**config.mk**
```make
export PLATFORM = sky130hd
export DESIGN_NAME = plcp_receiver
export DESIGN_NICKNAME = d
export VERILOG_FILES = /design/src/rtl/plcp_receiver.sv
export SDC_FILE = /design/constraint.sdc
export NUM_CORES = 1
export LEC_CHECK = 0
export BUFFER_PORTS_ARGS = -buffer_cell sky130_fd_sc_hd__buf_2
export CORE_ASPECT_RATIO = 0.75
export CORE_MARGIN = 8
export CORE_UTILIZATION = 59
export DETAILED_ROUTE_END_ITERATION = 7
export PLACE_DENSITY = 0.78
export SLEW_MARGIN = 10
export SYNTH_ARGS = -nofsm -noshare
export SYNTH_HDL_FRONTEND = slang
export SYNTH_SLANG_ARGS = --single-unit
```
**constraint.sdc**
```tcl
create_clock -name Clock -period 3.5 [get_ports Clock]
set_input_delay 0.7 -clock Clock [delete_from_list [all_inputs] [get_ports Clock]]
set_output_delay 0.7 -clock Clock [all_outputs]
set_load 0.02 [all_outputs]
```
**src/rtl/plcp_receiver.sv**
```systemverilog
`default_nettype none
// ============================================================================
// Module  : plcp_receiver
// Brief   : 802.11 PLCP receive deframer. It hunts the preamble, checks the
//           SIGNAL field, descrambles DATA and emits the PSDU bits.
//           Optional: PLCP_RX_SEED_RECOVERY_EN recovers the descrambler state
//           from the first 7 SERVICE bits.
// Revision: 1.0 - initial release
// ============================================================================
module plcp_receiver #(
  parameter int         PREAMBLE_LEN   = 96,
  parameter int         N_DBPS         = 24,
  parameter int         SERVICE_LEN    = 16,
  parameter int         TAIL_LEN       = 6,
  parameter logic [6:0] SCRAMBLER_SEED = 7'h7F
) (
  input  logic        Clock,
  input  logic        Reset,
  input  logic        Input,
  input  logic        InValid,
  output logic        Output,
  output logic        OutValid,
  output logic [3:0]  Rate,
  output logic [11:0] Length,
  output logic        SignalValid,
  output logic        SignalErr,
  output logic        FrameDone,
  output logic        Busy
);

  localparam int c_RUN_W = $clog2(PREAMBLE_LEN + 1);
  localparam int c_SYM_W = $clog2(N_DBPS + 1);
  localparam logic [c_RUN_W-1:0] c_RUN_MAX      = c_RUN_W'(PREAMBLE_LEN);
  localparam logic [c_SYM_W-1:0] c_SYM_LAST     = c_SYM_W'(N_DBPS - 1);
  localparam logic [14:0]        c_SERVICE_LAST = 15'(SERVICE_LEN - 1);
  localparam logic [14:0]        c_TAIL_LAST    = 15'(TAIL_LEN - 1);

  typedef enum logic [2:0] {
    ST_HUNT    = 3'd0,
    ST_SIGNAL  = 3'd1,
    ST_SERVICE = 3'd2,
    ST_PSDU    = 3'd3,
    ST_TAIL    = 3'd4,
    ST_PAD     = 3'd5
  } state_t;

  state_t               r_state;
  logic                 r_prev_bit;
  logic [c_RUN_W-1:0]   r_run;
  logic [14:0]          r_bit_cnt;
  logic [c_SYM_W-1:0]   r_sym_cnt;
  logic [6:0]           r_scr;
  logic                 r_parity;
  logic                 r_reserved;
  logic                 r_tail_err;
  logic [3:0]           r_rate_sh;
  logic [11:0]          r_len_sh;

  logic [c_RUN_W-1:0]   w_run_next;
  logic                 w_lock;
  logic                 w_fb;
  logic                 w_data;
  logic [c_SYM_W-1:0]   w_sym_next;
  logic [14:0]          w_bit_next;
  logic [14:0]          w_psdu_bits;
  logic                 w_sig_err;
  logic                 w_in_data;

  assign w_run_next  = (Input == r_prev_bit) ? '0 :
                       (r_run == c_RUN_MAX)  ? r_run : r_run + 1'b1;
  assign w_lock      = (w_run_next == c_RUN_MAX) && !Input;
  assign w_fb        = r_scr[6] ^ r_scr[3];
  assign w_data      = Input ^ w_fb;
  assign w_sym_next  = (r_sym_cnt == c_SYM_LAST) ? '0 : r_sym_cnt + 1'b1;
  assign w_bit_next  = r_bit_cnt + 15'd1;
  assign w_psdu_bits = {Length, 3'b000};
  assign w_in_data   = (r_state != ST_HUNT) && (r_state != ST_SIGNAL);
  // Evaluated on SIGNAL bit 23, so the current input is the last tail bit.
  assign w_sig_err   = r_parity | r_reserved | r_tail_err | Input | (r_len_sh == 12'd0);

  always_ff @(posedge Clock) begin
    if (Reset) begin
      r_state     <= ST_HUNT;
      r_prev_bit  <= 1'b0;
      r_run       <= '0;
      r_bit_cnt   <= '0;
      r_sym_cnt   <= '0;
      r_scr       <= SCRAMBLER_SEED;
      r_parity    <= 1'b0;
      r_reserved  <= 1'b0;
      r_tail_err  <= 1'b0;
      r_rate_sh   <= '0;
      r_len_sh    <= '0;
      Output      <= 1'b0;
      OutValid    <= 1'b0;
      Rate        <= '0;
      Length      <= '0;
      SignalValid <= 1'b0;
      SignalErr   <= 1'b0;
      FrameDone   <= 1'b0;
      Busy        <= 1'b0;
    end else begin
      OutValid    <= 1'b0;
      SignalValid <= 1'b0;
      SignalErr   <= 1'b0;
      FrameDone   <= 1'b0;
      if (InValid) begin
        if (w_in_data) begin
          r_scr     <= {r_scr[5:0], w_fb};
          r_sym_cnt <= w_sym_next;
          r_bit_cnt <= w_bit_next;
        end
        case (r_state)
          ST_HUNT: begin
            r_prev_bit <= Input;
            r_run      <= w_run_next;
            if (w_lock) begin
              r_state    <= ST_SIGNAL;
              r_bit_cnt  <= '0;
              r_parity   <= 1'b0;
              r_reserved <= 1'b0;
              r_tail_err <= 1'b0;
              Busy       <= 1'b1;
            end
          end
          ST_SIGNAL: begin
            r_bit_cnt <= w_bit_next;
            if (r_bit_cnt <= 15'd17) r_parity <= r_parity ^ Input;
            if (r_bit_cnt <= 15'd3) r_rate_sh <= {r_rate_sh[2:0], Input};
            if (r_bit_cnt == 15'd4) r_reserved <= Input;
            if (r_bit_cnt >= 15'd5 && r_bit_cnt <= 15'd16) r_len_sh <= {r_len_sh[10:0], Input};
            if (r_bit_cnt >= 15'd18) r_tail_err <= r_tail_err | Input;
            if (r_bit_cnt == 15'd23) begin
              Rate      <= r_rate_sh;
              Length    <= r_len_sh;
              r_bit_cnt <= '0;
              if (w_sig_err) begin
                SignalErr <= 1'b1;
                r_state   <= ST_HUNT;
                r_run     <= '0;
                Busy      <= 1'b0;
              end else begin
                SignalValid <= 1'b1;
                r_scr       <= SCRAMBLER_SEED;
                r_sym_cnt   <= '0;
                r_state     <= ST_SERVICE;
              end
            end
          end
          ST_SERVICE: begin
`ifdef PLCP_RX_SEED_RECOVERY_EN
            // Scrambled zeros are the transmitter feedback bits themselves.
            if (r_bit_cnt < 15'd7) r_scr <= {r_scr[5:0], Input};
`endif
            if (r_bit_cnt == c_SERVICE_LAST) begin
              r_state   <= ST_PSDU;
              r_bit_cnt <= '0;
            end
          end
          ST_PSDU: begin
            Output   <= w_data;
            OutValid <= 1'b1;
            if (w_bit_next == w_psdu_bits) begin
              r_state   <= ST_TAIL;
              r_bit_cnt <= '0;
            end
          end
          ST_TAIL: begin
            if (r_bit_cnt == c_TAIL_LAST) begin
              r_bit_cnt <= '0;
              if (w_sym_next == '0) begin
                FrameDone  <= 1'b1;
                r_state    <= ST_HUNT;
                r_run      <= '0;
                r_prev_bit <= 1'b0;
                Busy       <= 1'b0;
              end else begin
                r_state <= ST_PAD;
              end
            end
          end
          ST_PAD: begin
            if (w_sym_next == '0) begin
              FrameDone  <= 1'b1;
              r_state    <= ST_HUNT;
              r_run      <= '0;
              r_prev_bit <= 1'b0;
              r_bit_cnt  <= '0;
              Busy       <= 1'b0;
            end
          end
          default: begin
            r_state <= ST_HUNT;
            Busy    <= 1'b0;
          end
        endcase
      end
    end
  end

endmodule
`default_nettype wire

```
==> results.md, run 1 <==
* WL per Instance at 16.88 µm
* Status: finished, final reports clean
* Antenna-violating nets left at 0
* Filler Cell Count at roughly 630
* GR peak layer: met1
* WP data required at around 3800 ps
* Rel. slew slack at between 30% and 40%
* Max Slew Vio Count at 0
* Hold_buf cts at 0
* R2R depth at 9
* Final period util at 92.14%
* Layout Nets at approximately 560
* Max-Cap Viols at 0
* CP Class: flip-flop to flip-flop
* Final hold vios at 0
* Drt pass-1 iters at 5
* Final Setup Violations at 0
* Syn Nets at 560
* Hold_ws at approximately 470 ps
* Mapped cell area at between 4000 and 5000 µm²
* Initial drt markers at approximately 470
* TritonCTS clock tree: done
* Post-synth top area share at between 30% and 40%
* RSZ-0062 raised after global routing: false
* Clock Path Buffers at 2
* Clock transition at the registers of the reported paths at ~90 ps
* Synth area leaders: dfxtp_1, mux2i_1, nor2_1, nand2_1, a21oi_1
* Worst min path class: flip-flop to flip-flop
* Crit path max fanout at 9
* Area growth, synth to finish at 7.153%
* Crit path DAT at about 3500 ps
* Initial Util at slightly above 60%
* DIE AREA at approximately 11000 µm²
* Port buffer count at 25
* Yosys cell types at between 60 and 70
* I/O pin total at 26
* Maximum vdd drop at about 260 µV
* Share of cells above drive strength 1 at around an eighth
* Async S/R FF share, synth at 0%
* Commonest register cell after synthesis: dfxtp_1
* Horiz. Die Dim at between 100 and 150 µm
* Fin crit period at between 3000 and 4000 ps
* Power density over the cells at 345.1 nW/µm²
* Hold path depth at 2
* Register area at ~1600 µm²
* Total wire length at around 11 mm
* Post-Synthesis Mean Instance Area at 8.142 µm²
* Tot Pwr at approximately 0.0017 W
* DR vias at 4092
* CP endpoint kind: flip-flop
* Syn. warnings at 0
* # DRC at 0
* Area leader, netlist: dfxtp_1
* Number of synthesized register bits at 79
* Setup Buffers After CTS at 0
* Leak at between 1.5 and 2 nW
* Clock sink total at between 70 and 80
* Worst skew pair latency at around 350 ps
* Met2 Use GR at about 30%
* Diodes inserted at 0
* Pin slew with the least headroom to its limit at ~1000 ps
* Post-DR vias/cell at ~6.2
* Seq/Total Area, Yosys at a little over a third
* GR Util All Layers at roughly a fifth
* Clk root buf: clkbuf_8
* Met3 Use GR at between 5 and 6%
* GPL Wtd Cong at between 0.9 and 1
* Max Fclk at between 300 and 400 MHz
* Met1 Resource Use GR at 30.19%
* Footprint of the multi-input gates at ~2700 µm²
* Total grt overflow at 0
* Largest net degree at the start of global routing at 38
* R2r setup slk at between 200 and 300 ps
* Core Util, Final at around two thirds
* Post-CTS resize count at 0
* Mapped Cells at 550
* Dpl hpwl at roughly 8.0 mm
* First-pass GRT wire length at between 15 and 20 mm
* Post-synth EDFFs at 0
* Antenna violations before repair at 0
* Site Rows at 27
* Vias in the first global route at roughly 3600
* Worst setup SP type: flip-flop
* TritonCTS buffer count at 9
* TNS Setup at 0 ps
* Chip height at roughly 91 µm
* Worst Skew at roughly 5.6 ps
* H-tree level count at 3
* Total core area at approximately 7400 µm²
## cell usage in the layout, fill, tap and decap left out, types with 4 or more instances in the layout
master	count
xnor2_1	14
o211ai_1	7
and3_1	8
nand2_1	48
buf_2	25
a311oi_1	5
nor2b_1	8
a21oi_1	32
and2_1	11
o22ai_1	4
o31ai_1	9
nor2_1	61
and4_1	4
ha_1	6
a22o_1	4
nand4_1	5
inv_1	12
nor4_1	9
nor3_2	5
o21a_1	5
a31oi_1	8
mux2i_1	32
o21ai_0	21
nor3b_1	4
buf_4	8
nor3_1	16
or3_1	6
dfxtp_1	79
clkbuf_8	9
nand2b_1	8
nand3_1	25
xor2_1	7
## synth_stat cells, types with 9 or more instances
master / number
o31ai_1: 9
nand3_1: 25
nor3_1: 16
and2_1: 11
inv_1: 12
clkbuf_1: 25
nor2_1: 61
nand2_1: 48
o21ai_0: 22
a21oi_1: 32
dfxtp_1: 79
mux2i_1: 32
nor4_1: 10
buf_2: 9
xnor2_1: 14
## metrics by stage
stage | std cells | cell area [µm²] | setup WS, ps
after floorplan | 550 | 4478 | 698.6
after global placement | 642 | 4596 | 528.3
after detailed placement | 642 | 4596 | 426.6
after CTS | 658 | 4798 | 360.5
after global routing | 658 | 4798 | 129.5
final | 658 | 4798 | 275.1
## worst max-delay path, cell delays in order (launching register included)
cell,delay (ps)
dfxtp_1,490
ha_1,380
and4_1,410
nand4_4,130
or3_1,330
a22oi_1,200
and4_4,260
nor3_2,90
or4_4,560
a41o_1,250
## worst paths after layout
kind,startpoint,endpoint
worst max-delay path,r_bit_cnt[0]$_SDFFE_PP0P_,r_bit_cnt[13]$_SDFFE_PP0P_
worst min-delay path,Output$_SDFFE_PP0P_,Output$_SDFFE_PP0P_
worst max register to register,r_bit_cnt[0]$_SDFFE_PP0P_,r_bit_cnt[13]$_SDFFE_PP0P_
worst min register to register,Output$_SDFFE_PP0P_,Output$_SDFFE_PP0P_
## kinds of logic (layout without fill, tap and decap cells)
logic type	Yosys count	count (layout)	synth area share [%]
simple gates	237	237	28.42
compound gates	120	120	17.77
flops	79	79	35.32
buf+inv	55	62	5.560
mux	32	32	7.153
xor+xnor	21	21	4.107
fa+ha+maj	6	6	1.676
## sequential cells by signal, indices dropped and copies added, names as in the netlist, 3 cells and up
signal and flops:
r_rate_sh 4, r_run 7, r_state 3, r_sym_cnt 5
r_len_sh 12, Rate 4, Length 12, r_bit_cnt 15
r_scr 7
## layer usage
layer | vias to the layer above | wire length (µm)
li1 | 1975 | -
met1 | 1896 | 5106
met2 | 206 | 4719
met3 | 15 | 1131
met4 | 0 | 148
met5 | - | 0
## report_power, final
group	internal (W)	switching, W
Combinational	0.0000131	0.0000366
Sequential	0.000900	0.00000214
Clock	0.000338	0.000366
## layout make-up
cell class / count / share of cell area, %
Tap cell: 101 / 2.634
Clock buffer: 9 / 2.581
Multi-Input combinational cell: 416 / 55.31
Timing Repair Buffer: 33 / 3.859
Sequential cell: 79 / 32.96
Inverter: 13 / 1.017
Clock inverter: 7 / 1.643
Note: power is estimated with default switching activity, not from simulation.
==> run 2: changes to the inputs <==
Clock period 3.5 ns to 4.2 ns, I/O delays scaled along.
==> run 2 against run 1 <==
Total power fell by 20%. Non-clock buffer count decreased by 6. Final area is 1.4% lower. Largest power group unchanged.
==> results.md, run 2 (same netlist as run 1, synthesis figures left out) <==
* Status: finished, final reports clean
* Dpl hpwl at approximately 7.7 mm
* Area growth, synth to finish at 5.644%
* Worst Skew at between 9 and 10 ps
* Sequential Power Share at a little under three fifths
* WL per Instance at 16.47 µm
* Most common cell after layout, fill and taps aside: dfxtp_1
* Pin slew with the least headroom to its limit at between 1000 and 1500 ps
* Clock power share at about two fifths
* Max Slew Vio Count at 0
* I/O pin total at 26
* GR Util All Layers at between 20 and 25%
* Combinational power share at 3.1%
* Max reg flops at 15
* Antenna-violating nets left at 0
* Net Sw Frac at between 20% and 30%
* First-pass GRT wire length at about 18 mm
* HP Start: Output$_SDFFE_PP0P_
* TritonCTS buffer count at 9
* Initial drt markers at about 400
* Total core area at roughly 7400 µm²
* H-tree level count at 3
* GPL Wtd Cong at approximately 0.89
* Largest net degree at the start of global routing at about 60
* Largest Register: r_bit_cnt
* Area post-placement at between 4000 and 5000 µm²
* Clk root buf: clkbuf_8
* Clock Path Buffers at 2
* Maximum vdd drop at roughly 240 µV
* Max Fclk at 304.3 MHz
* RSZ-0062 raised after global routing: false
* Core Util, Final at ~64%
* R2r setup slk at 910 ps
* DR vias at between 4000 and 5000
* Chip height at slightly above 90 µm
* Top flop regs: r_bit_cnt x15, Length x12, r_len_sh x12
* Setup WS pre-CTS at 960.2 ps
* Switching pwr at ~0.00034 W
* R2r endpoint: r_bit_cnt[13]$_SDFFE_PP0P_
* Final period util at 78.24%
* Post-CTS resize count at 0
* Clock transition at the registers of the reported paths at around 90 ps
* Diodes inserted at 0
* Crit path DAT at roughly 3500 ps
* Drt pass-1 iters at 5
* Post-DR vias/cell at between 6 and 7
* Total wire length at 10.74 mm
* TritonCTS clock tree: done
* Worst min path class: flip-flop to flip-flop
* Layout Nets at approximately 560
* CP Class: flip-flop to flip-flop
* Final Setup Violations at 0
* Crit path max fanout at 12
* Fin crit period at 3286 ps
* Internal power at ~0.00098 W
* Worst skew pair latency at roughly 360 ps
* WHS Endpoint: Output$_SDFFE_PP0P_
* Site Rows at 27
* Filler Cell Count at between 600 and 700
* Setup Buffers After CTS at 0
* Clock sink total at 79
* Power density over the cells at ~280 nW/µm²
* Max-Cap Viols at 0
* Vias in the first global route at between 3000 and 4000
* Leading cell types in the layout, fill and taps excluded: dfxtp_1, nor2_1, nand2_1, a21oi_1, mux2i_1
* Share of cells above drive strength 1 at between 10% and 20%
* Post-Layout Inst Area at around 4700 µm²
* Hold path depth at 2
* Antenna violations before repair at 0
* Final WS setup at about 910 ps
* # DRC at 0
* DIE AREA at around 11000 µm²
* Worst R2R Start: r_run[1]$_SDFFE_PP0P_
* Horiz. Die Dim at 116.6 µm
* Total grt overflow at 0
* R2R depth at 9
* Hold_buf cts at 0
* Worst setup SP type: flip-flop
* CP endpoint kind: flip-flop
* Initial Util at 60.81%
* WP data required at 4450 ps
* Leak at around 1.8 nW
* Rel. slew slack at 31.25%
* Port buffer count at 25
* Final hold vios at 0
* TNS Setup at 0 ps
## run 2: cell count changes in the layout (fill, tap and decap cells not counted)
cell	before	now
bufinv_16	1	0
buf_4	8	2
clkbuf_1	0	1
clkinv_2	1	0
clkinv_4	0	1
## run 2: critical path: stages (launching register included)
cell and delay (ps):
dfxtp_1 420, ha_1 260, nand3_1 140, or3_1 390, a221oi_1 290, o22ai_1 350, nor2b_1 780, a311oi_1 200
o21a_1 140, a41o_1 200
## run 2: final cells by class
cell class / instances / area [µm²] / area share (%)
Timing Repair Buffer: 27 / 140.1 / 2.962
Tap cell: 101 / 126.4 / 2.671
Clock inverter: 6 / 52.55 / 1.111
Inverter: 13 / 48.80 / 1.031
Multi-Input combinational cell: 416 / 2654 / 56.10
Sequential cell: 79 / 1582 / 33.43
Clock buffer: 10 / 127.6 / 2.698
## run 2: how the worst max path moves through the flow
stage	from	end	slack [ps]	cells past startpoint
5_1_grt	r_run[1]$_SDFFE_PP0P_	r_bit_cnt[13]$_SDFFE_PP0P_	700	9
3_5_place_dp	r_run[1]$_SDFFE_PP0P_	r_bit_cnt[13]$_SDFFE_PP0P_	960	9
3_3_place_gp	r_bit_cnt[0]$_SDFFE_PP0P_	r_bit_cnt[13]$_SDFFE_PP0P_	1070	9
4_1_cts	r_run[1]$_SDFFE_PP0P_	r_bit_cnt[13]$_SDFFE_PP0P_	940	9
2_1_floorplan	r_bit_cnt[0]$_SDFFE_PP0P_	r_bit_cnt[13]$_SDFFE_PP0P_	1400	11
6_report	r_run[1]$_SDFFE_PP0P_	r_bit_cnt[13]$_SDFFE_PP0P_	910	9
## run 2: power by group through the flow
stage,registers (W),logic [W],clock network [W]
2_1_floorplan,0.000769,0.0000310,0
3_3_place_gp,0.000769,0.0000396,0
3_5_place_dp,0.000769,0.0000403,0
4_1_cts,0.000751,0.0000404,0.000537
5_1_grt,0.000752,0.0000457,0.000569
6_report,0.000751,0.0000414,0.000528
## run 2: metrics by stage
step                hold WS, ps  instances  total power (W)
floorplan                 440.4        550        0.0007998
global placement          439.2        636        0.0008085
detailed placement        454.7        636        0.0008095
CTS                       473.9        652         0.001329
global route              492.1        652         0.001367
finish                    469.1        652         0.001321
## run 2: routing by layer
metal,track usage (%),part of all wire [%]
met5,0,0
met4,3.932,0.49
met2,28.95,42
met3,6.283,11
met1,30.42,47
